$ cat config.mk
export PLATFORM = sky130hd
export DESIGN_NAME = sigmoid_pwl_flat
export DESIGN_NICKNAME = d
export VERILOG_FILES = /design/src/rtl/sigmoid_pwl_pkg.sv /design/src/rtl/sigmoid_pwl_if.sv /design/src/rtl/sigmoid_pwl_seg_lut.sv /design/src/rtl/sigmoid_pwl.sv /design/src/flat_wrapper.sv
export SDC_FILE = /design/constraint.sdc
export NUM_CORES = 1
export LEC_CHECK = 0
export CAP_MARGIN = 20
export CORE_ASPECT_RATIO = 1.75
export CORE_MARGIN = 8
export CORE_UTILIZATION = 45
export CTS_CLUSTER_DIAMETER = 30
export CTS_CLUSTER_SIZE = 30
export DETAILED_ROUTE_END_ITERATION = 8
export DONT_BUFFER_PORTS = 1
export HOLD_SLACK_MARGIN = 0.05
export PLACE_DENSITY = 0.65
export RECOVER_POWER = 100
export SLEW_MARGIN = 20
export SYNTH_ARGS = -nofsm -noshare
export SYNTH_HDL_FRONTEND = slang
export SYNTH_HIERARCHICAL = 1
export SYNTH_SLANG_ARGS = --single-unit
export TNS_END_PERCENT = 10
$ cat constraint.sdc
create_clock -name clk -period 16.45 [get_ports clk]
set_input_delay 1.645 -clock clk [delete_from_list [all_inputs] [get_ports clk]]
set_output_delay 1.645 -clock clk [all_outputs]
set_load 0.01 [all_outputs]
$ cat src/rtl/sigmoid_pwl_pkg.sv
// Shared constants and types for the piecewise-linear sigmoid block.
package sigmoid_pkg;

    localparam int SIG_BITS = 16;
    localparam int SIG_FRAC = 8;

    localparam logic [15:0] ONE_Q88 = 16'h0100;
    localparam logic [2:0]  SEG_MAX = 3'd5;

    typedef logic [2:0] seg_t;

    typedef struct packed {
        logic [15:0] g;
        logic [15:0] o;
    } seg_coef_t;

    // Gradient and offset per segment, index 0 first.
    localparam logic [0:5][15:0] GRAD_TBL = {
        16'h003B, 16'h0026, 16'h0012, 16'h0008, 16'h0003, 16'h0001
    };
    localparam logic [0:5][15:0] OFFS_TBL = {
        16'h0080, 16'h0090, 16'h00BD, 16'h00DD, 16'h00F0, 16'h00F9
    };

endpackage

$ cat src/rtl/sigmoid_pwl_if.sv
// Operand/result bus of the sigmoid block.
interface sigmoid_pwl_if #(
    parameter int BITS = 16
);
    logic            in_valid;
    logic [BITS-1:0] x;
    logic            out_valid;
    logic [BITS-1:0] alfa;

    modport master (output in_valid, output x, input out_valid, input alfa);
    modport slave  (input in_valid, input x, output out_valid, output alfa);
endinterface

$ cat src/rtl/sigmoid_pwl_seg_lut.sv
// Segment index to {gradient, offset} lookup; indices past the last
// segment fall back to the tail segment.
module sigmoid_seg_lut
    import sigmoid_pkg::*;
(
    input  seg_t      seg,
    output seg_coef_t coef
);

    // Select the coefficient pair for the current segment
    always_comb begin
        coef = '{g: GRAD_TBL[5], o: OFFS_TBL[5]};
        case (seg)
            3'd0:    coef = '{g: GRAD_TBL[0], o: OFFS_TBL[0]};
            3'd1:    coef = '{g: GRAD_TBL[1], o: OFFS_TBL[1]};
            3'd2:    coef = '{g: GRAD_TBL[2], o: OFFS_TBL[2]};
            3'd3:    coef = '{g: GRAD_TBL[3], o: OFFS_TBL[3]};
            3'd4:    coef = '{g: GRAD_TBL[4], o: OFFS_TBL[4]};
            3'd5:    coef = '{g: GRAD_TBL[5], o: OFFS_TBL[5]};
            default: coef = '{g: GRAD_TBL[5], o: OFFS_TBL[5]};
        endcase
    end

endmodule

$ cat src/rtl/sigmoid_pwl.sv
// Two-stage piecewise-linear sigmoid: signed Q8.8 in, unsigned Q8.8 out.
// Stage 1 folds the operand to |x| and picks the segment; stage 2 does
// the multiply-add, clamps at 1.0 and mirrors the result for negative x.
module sigmoid_pwl
    import sigmoid_pkg::*;
#(
    parameter int BITS = SIG_BITS,
    parameter int FRAC = SIG_FRAC
) (
    input  logic         clk,
    input  logic         rst_n,
    sigmoid_pwl_if.slave bus
);

    generate
        if (BITS != 16 || FRAC != 8) begin : g_bad_cfg
            $error("sigmoid_pwl supports only BITS=16, FRAC=8");
        end
    endgenerate

    logic [15:0] ax_s;
    seg_t        seg_s;
    logic [15:0] ax_r;
    seg_t        seg_r;
    logic        neg_r;
    logic        vld1_r;
    seg_coef_t   coef_s;
    logic [31:0] prod_s;
    logic [31:0] sum_s;
    logic [15:0] yp_s;
    logic [15:0] res_s;
    logic [15:0] alfa_r;
    logic        out_valid_r;

    // Absolute value; the most negative code saturates to 0x7FFF
    always_comb begin
        ax_s = bus.x;
        if (bus.x[15]) begin
            if (bus.x == 16'h8000) begin
                ax_s = 16'h7FFF;
            end else begin
                ax_s = 16'h0000 - bus.x;
            end
        end else begin
            ax_s = bus.x;
        end
    end

    // Integer part picks the segment, everything from 5 up shares the tail
    always_comb begin
        seg_s = SEG_MAX;
        if (ax_s[15:8] >= 8'd5) begin
            seg_s = SEG_MAX;
        end else begin
            seg_s = ax_s[10:8];
        end
    end

    // Stage 1 registers: folded operand, segment, sign, valid
    always_ff @(posedge clk or negedge rst_n) begin
        if (!rst_n) begin
            ax_r   <= 16'h0000;
            seg_r  <= 3'd0;
            neg_r  <= 1'b0;
            vld1_r <= 1'b0;
        end else begin
            ax_r   <= ax_s;
            seg_r  <= seg_s;
            neg_r  <= bus.x[15];
            vld1_r <= bus.in_valid;
        end
    end

    sigmoid_seg_lut u_lut (
        .seg  (seg_r),
        .coef (coef_s)
    );

    // Multiply-add with truncation, clamp at 1.0, mirror for negative x
    always_comb begin
        prod_s = {16'h0000, coef_s.g} * {16'h0000, ax_r};
        sum_s  = (prod_s >> 8) + {16'h0000, coef_s.o};
        yp_s   = ONE_Q88;
        if (sum_s > {16'h0000, ONE_Q88}) begin
            yp_s = ONE_Q88;
        end else begin
            yp_s = sum_s[15:0];
        end
        if (neg_r) begin
            res_s = ONE_Q88 - yp_s;
        end else begin
            res_s = yp_s;
        end
    end

    // Stage 2 registers: result and its valid flag
    always_ff @(posedge clk or negedge rst_n) begin
        if (!rst_n) begin
            alfa_r      <= 16'h0000;
            out_valid_r <= 1'b0;
        end else begin
            alfa_r      <= res_s;
            out_valid_r <= vld1_r;
        end
    end

    assign bus.alfa      = alfa_r;
    assign bus.out_valid = out_valid_r;

endmodule

$ cat src/flat_wrapper.sv
// flat-port wrapper written by rule: the top's interface ports become plain ports
module sigmoid_pwl_flat import sigmoid_pkg::*;
#(
    parameter int BITS = SIG_BITS,
    parameter int FRAC = SIG_FRAC
)
  (clk, rst_n, bus_in_valid, bus_x, bus_out_valid, bus_alfa);
  sigmoid_pwl_if #(.BITS(BITS)) bus_i ();
  input  logic clk;
  input  logic rst_n;
  input wire logic [$bits(bus_i.in_valid)-1:0] bus_in_valid;
  input wire logic [$bits(bus_i.x)-1:0] bus_x;
  output wire logic [$bits(bus_i.out_valid)-1:0] bus_out_valid;
  output wire logic [$bits(bus_i.alfa)-1:0] bus_alfa;
  assign bus_i.in_valid = bus_in_valid;
  assign bus_i.x = bus_x;
  assign bus_out_valid = bus_i.out_valid;
  assign bus_alfa = bus_i.alfa;
  sigmoid_pwl #(.BITS(BITS), .FRAC(FRAC)) u_core (.clk(clk), .rst_n(rst_n), .bus(bus_i));
endmodule
# Word-level counts from Yosys, hierarchy flattened
# Cells that the tools add are included.
# totals
regBits	38
elab_cells	24
out_inout_bits	17
inputBits	19
# classes
eq_ne	5
magnitude_cmp	2
reduce_logical	1
mux	6
n_mul	1
n_addsub	3
# ops
operator	n
one-hot mux 22 bit (5 select lines)	1
two-way mux 16 bit	4
> comparator 32 x 9 -> 1 bit, second input constant	1
adder 24 x 16 -> 25 bit	1
multiplier 6 x 16 -> 22 bit	1
equality test 16 bit, second input constant	1
subtractor 1 x 16 -> 16 bit, first input constant	1
subtractor 9 x 16 -> 16 bit, first input constant	1
>= comparator 8 x 3 -> 1 bit, second input constant	1
equality test 3 x 2 -> 1 bit, second input constant	2
equality test 3 x 1 -> 1 bit, second input constant	1
equality test 3 bit, second input constant	1
zero test 3 bit	1
two-way mux 3 bit	1

# Logic depth before layout (Yosys ltp)
# logic_depth
word_depth	8
mapped_depth	45
ltp_nobuf	41

# Cells and area by module
# The synthesis kept the hierarchy.
# modules_own_cells
mod	cells_each	seq_area_each_um2	instances	area_per_inst_um2
sigmoid_pwl	1378	950.9	1	11658.7
sigmoid_seg_lut	39	0.0	1	285.3

# Least setup slack after synthesis
# No wires, ideal clock.
# synth_path
kind	reg-to-reg
start	reg u_core.seg_r[0]
end	reg u_core.alfa_r[6] (netlist: u_core/bus.alfa[6])
t_required_ns	16.373
period_less_slack_ns	8.558
t_arrival_ns	8.481
setup_time_ns	0.077
setup_slack_ns	7.892
stages_incl_launch_ff	40
n_path_buf	4
cell_sequence	dfrtp_1 -> buf_6 -> xor2_1 -> nor2_1 -> clkbuf_1 -> nand2_1 -> fa_1 -> inv_1 -> fa_1 -> ha_1 -> fa_1 -> fa_1 -> inv_1 -> fa_1 -> inv_1 -> ha_1 -> buf_2 -> a21oi_1 -> [... 4 more ...] -> nor2_1 -> xnor2_1 -> ha_1 -> clkbuf_1 -> nand4_1 -> o221ai_1 -> a31oi_1 -> o21a_1 -> xnor2_1 -> a31o_2 -> nand4_1 -> nor2_1 -> nand2_1 -> ha_1 -> nand4_1 -> a211o_1 -> a2111o_1 -> o21ai_1
# synth_rtl
item	line	text
start: declaration	sigmoid_pwl.sv:24	seg_t seg_r;
start signal: assignment	sigmoid_pwl.sv:68	seg_r <= seg_s;
end signal: assignment	sigmoid_pwl.sv:102	alfa_r <= res_s;
end: declaration	sigmoid_pwl.sv:32	logic [15:0] alfa_r;

==> metrics.txt <==
Worst-path clk slew=~0.070 ns; CP startpoint=u_core/seg_r[1]$_DFF_PN0_; synthesized area=approximately 12000 um^2; via count=about 9.6k; Post-Syn Instances=about 1.4k; Crit path top cell by count=fa_1; cts hold-fix bufs=0; cts repair resizes=0; H-tree levels=2; clk root buf=clkbuf_16; max incr delay on CP=between 0.8 and 0.9 ns; Core Region=about 26000 um^2; Primary FF master, synth=dfrtp_1; CP Depth=35; Tmin final=~10 ns; relative slew slack=between 20 and 25%; Total Wirelength=~33000 um; Yosys Warn Count=6; hpwl dp=26200 um; Reg2Reg Depth=35; Residual DRC=0; slowest CP cell=nor2_1; pin count of the biggest net entering global routing=39; total gr overflow=0; TritonRoute pass-1 iters=5; RSZ-0062 raised after global routing=false; Max Cap Viol=0; synthesized flop and latch total=38; crit path to=u_core/bus.alfa[6]$_DFF_PN0_; Antenna Nets Post-Route=0; crit-path max FO=16; f_max=a little under 0.1 GHz; hold_sp=u_core/vld1_r$_DFF_PN0_; Area growth syn-to-layout=2.95%; clk sinks=38; Synth cell types=75; period utilization=roughly 63%; Critical Path RT=16.64 ns; setup repair bufs after CTS=0; port bufs=0; Crit Path Class=reg -> reg; # fillers=about 2.5k; final hold violation count=0; CTS tree=done; initial antenna violation count=0; vias per inst=5.63; die height=between 200 and 250 um; net count reported at finish=between 1.5k and 2k; Skew-Pair Late Insertion Delay=a little under 0.3 ns; Finish-stage setup viols=0; r2r setup slk=just over 6 ns; CTS Buf Count=5; Hold Path Class=reg -> reg; Ant. Diodes=0; first-pass GRT wire length=54200 um; Crit. End Element=flop; GRT Total Usage=a little over a fifth; fraction of layout cells with a size suffix above 1=3.26%; cell family with most CP delay=adder cells; register area share after synthesis=~8%; Initial Util=around 45%; launching point of the worst reg2reg path=u_core/seg_r[1]$_DFF_PN0_; CP bufs+invs=3; starting DRC count in detailed routing=between 500 and 600; IO Pins=36; RePlAce Congestion=0.977; Max Buffers Root-to-Sink=2; number of global-route vias before repair=roughly 10k; Final TNS setup=0 ns; Worst Path Arrival=roughly 10 ns; clock skew=about 0.009 ns; number of enable flip-flop cells after synthesis=0; final core utilization=46.6%; row count=between 70 and 80; outcome=completed; asr flop ratio synth=100%; RR Endpoint=u_core/bus.alfa[6]$_DFF_PN0_; DP Cell Count=~1.7k; die area=around 32000 um^2; Startpoint Class=flop; WL/cell=19.3 um; Worst-Margin Slew=approximately 1.2 ns; die width=about 140 um; mean post-synth cell area=around 8.4 um^2; Non-Filler Instances=1703; Slew Limit Fails=0
cells in the mapped netlist, types with 3 or more instances:
master	count	area share (%)
a21o_1	10	0.63
or3_1	9	0.47
o21bai_1	6	0.38
buf_4	22	1.4
o21ai_2	3	0.22
nand4_1	18	0.94
mux2i_1	5	0.42
o311a_1	3	0.25
conb_1	3	0.094
buf_2	10	0.42
inv_1	245	7.7
and2_1	114	6.0
o21ai_1	8	0.34
nor2_1	46	1.4
o31ai_1	5	0.31
and4_1	4	0.29
a211oi_1	7	0.44
o21a_1	7	0.44
nor2b_1	6	0.31
o211ai_1	10	0.63
nor4_1	5	0.26
a31oi_1	8	0.42
xor2_1	25	1.8
clkbuf_1	47	1.5
nor3_1	16	0.67
dfrtp_1	38	8.0
nor3_2	3	0.25
o21ai_0	35	1.5
a21oi_1	57	2.4
nand2b_1	11	0.58
nand2_1	214	6.7
a211o_1	4	0.29
nand3_1	14	0.59
xnor2_1	25	1.8
a221oi_2	3	0.38
or4_1	5	0.31
ha_1	121	13
and3_1	6	0.31
fa_1	194	33
stage by stage:
| stage | hold WS, ns | setup WS (ns) | instance area, um^2 |
|---|---|---|---|
| floorplan | 0.331 | 7.89 | 12000 |
| global placement | 0.333 | 6.62 | 12100 |
| detailed placement | 0.337 | 6.41 | 12100 |
| CTS | 0.351 | 6.38 | 12300 |
| global route | 0.368 | 5.43 | 12300 |
| finish | 0.347 | 6.17 | 12300 |
worst min-delay path by stage:
stage	depth (start not counted)	endpoint	slack (ns)
3_5_place_dp	0	u_core/bus.out_valid$_DFF_PN0_	0.34
2_1_floorplan	0	u_core/bus.out_valid$_DFF_PN0_	0.33
3_3_place_gp	0	u_core/bus.out_valid$_DFF_PN0_	0.33
5_1_grt	0	u_core/bus.out_valid$_DFF_PN0_	0.37
4_1_cts	0	u_core/bus.out_valid$_DFF_PN0_	0.35
6_report	0	u_core/bus.out_valid$_DFF_PN0_	0.35
area by class of cell:
type | count | area (um^2) | area share (%)
Tap cell | 324 | 405 | 3.30
Clock inverter | 3 | 68.8 | 0.560
Sequential cell | 38 | 951 | 7.73
Timing Repair Buffer | 14 | 105 | 0.855
Clock buffer | 5 | 125 | 1.02
Inverter | 246 | 923 | 7.51
Multi-Input combinational cell | 1073 | 9720 | 79.0
per-layer routing:
layer / share of wire [%] / vias up / track usage, % / routed length, um
met5: 0 / - / 0 / 0
met4: 6.1 / 0 / 12.3 / 2010
met3: 4.3 / 107 / 2.00 / 1400
met2: 54 / 327 / 40.9 / 17700
met1: 36 / 4779 / 21.8 / 11700
li1: - / 4373 / - / -
cells in the final DEF, fill, tap and decap left out, types with 4 or more instances in the layout:
| cell type | n |
|---|---|
| conb_1 | 24 |
| fa_1 | 194 |
| a31oi_1 | 8 |
| nor2b_1 | 6 |
| ha_1 | 121 |
| o31ai_1 | 6 |
| nor3_1 | 16 |
| nand4_1 | 18 |
| and3_1 | 6 |
| and4_1 | 4 |
| o211ai_1 | 10 |
| a21o_1 | 10 |
| mux2i_1 | 5 |
| nand3_1 | 14 |
| and2_1 | 113 |
| a21oi_1 | 57 |
| inv_1 | 245 |
| dfrtp_1 | 38 |
| o21bai_1 | 6 |
| nand2b_1 | 11 |
| clkbuf_16 | 5 |
| a211o_1 | 4 |
| buf_4 | 14 |
| nor4_1 | 5 |
| nand2_1 | 214 |
| or3_1 | 9 |
| o21ai_1 | 6 |
| xnor2_1 | 25 |
| xor2_1 | 25 |
| or4_1 | 5 |
| o21a_1 | 7 |
| a211oi_1 | 7 |
| nor2_1 | 46 |
| o21ai_0 | 37 |
sequential cells by signal (all words and copies together) (netlist names):
register,flops
u_core/vld1_r,1
u_core/bus.out_valid,1
u_core/ax_r,16
u_core/seg_r,3
u_core/bus.alfa,16
u_core/neg_r,1
kinds of logic after synthesis:
logic type / after synthesis / synth area share (%)
AND/OR/NAND/NOR: 483 / 20.2
buffers and inverters: 327 / 11.2
adder cells (fa/ha/maj): 315 / 45.2
AO/OA/AOI/OAI: 193 / 11.0
XOR/XNOR: 50 / 3.67
flip-flops: 38 / 7.96
multiplexers: 8 / 0.733
other: 3 / 0.0943
Power is left out: the tool's default activity adds up to more than one toggle a clock period on the data nets, which glitch-free logic cannot reach.
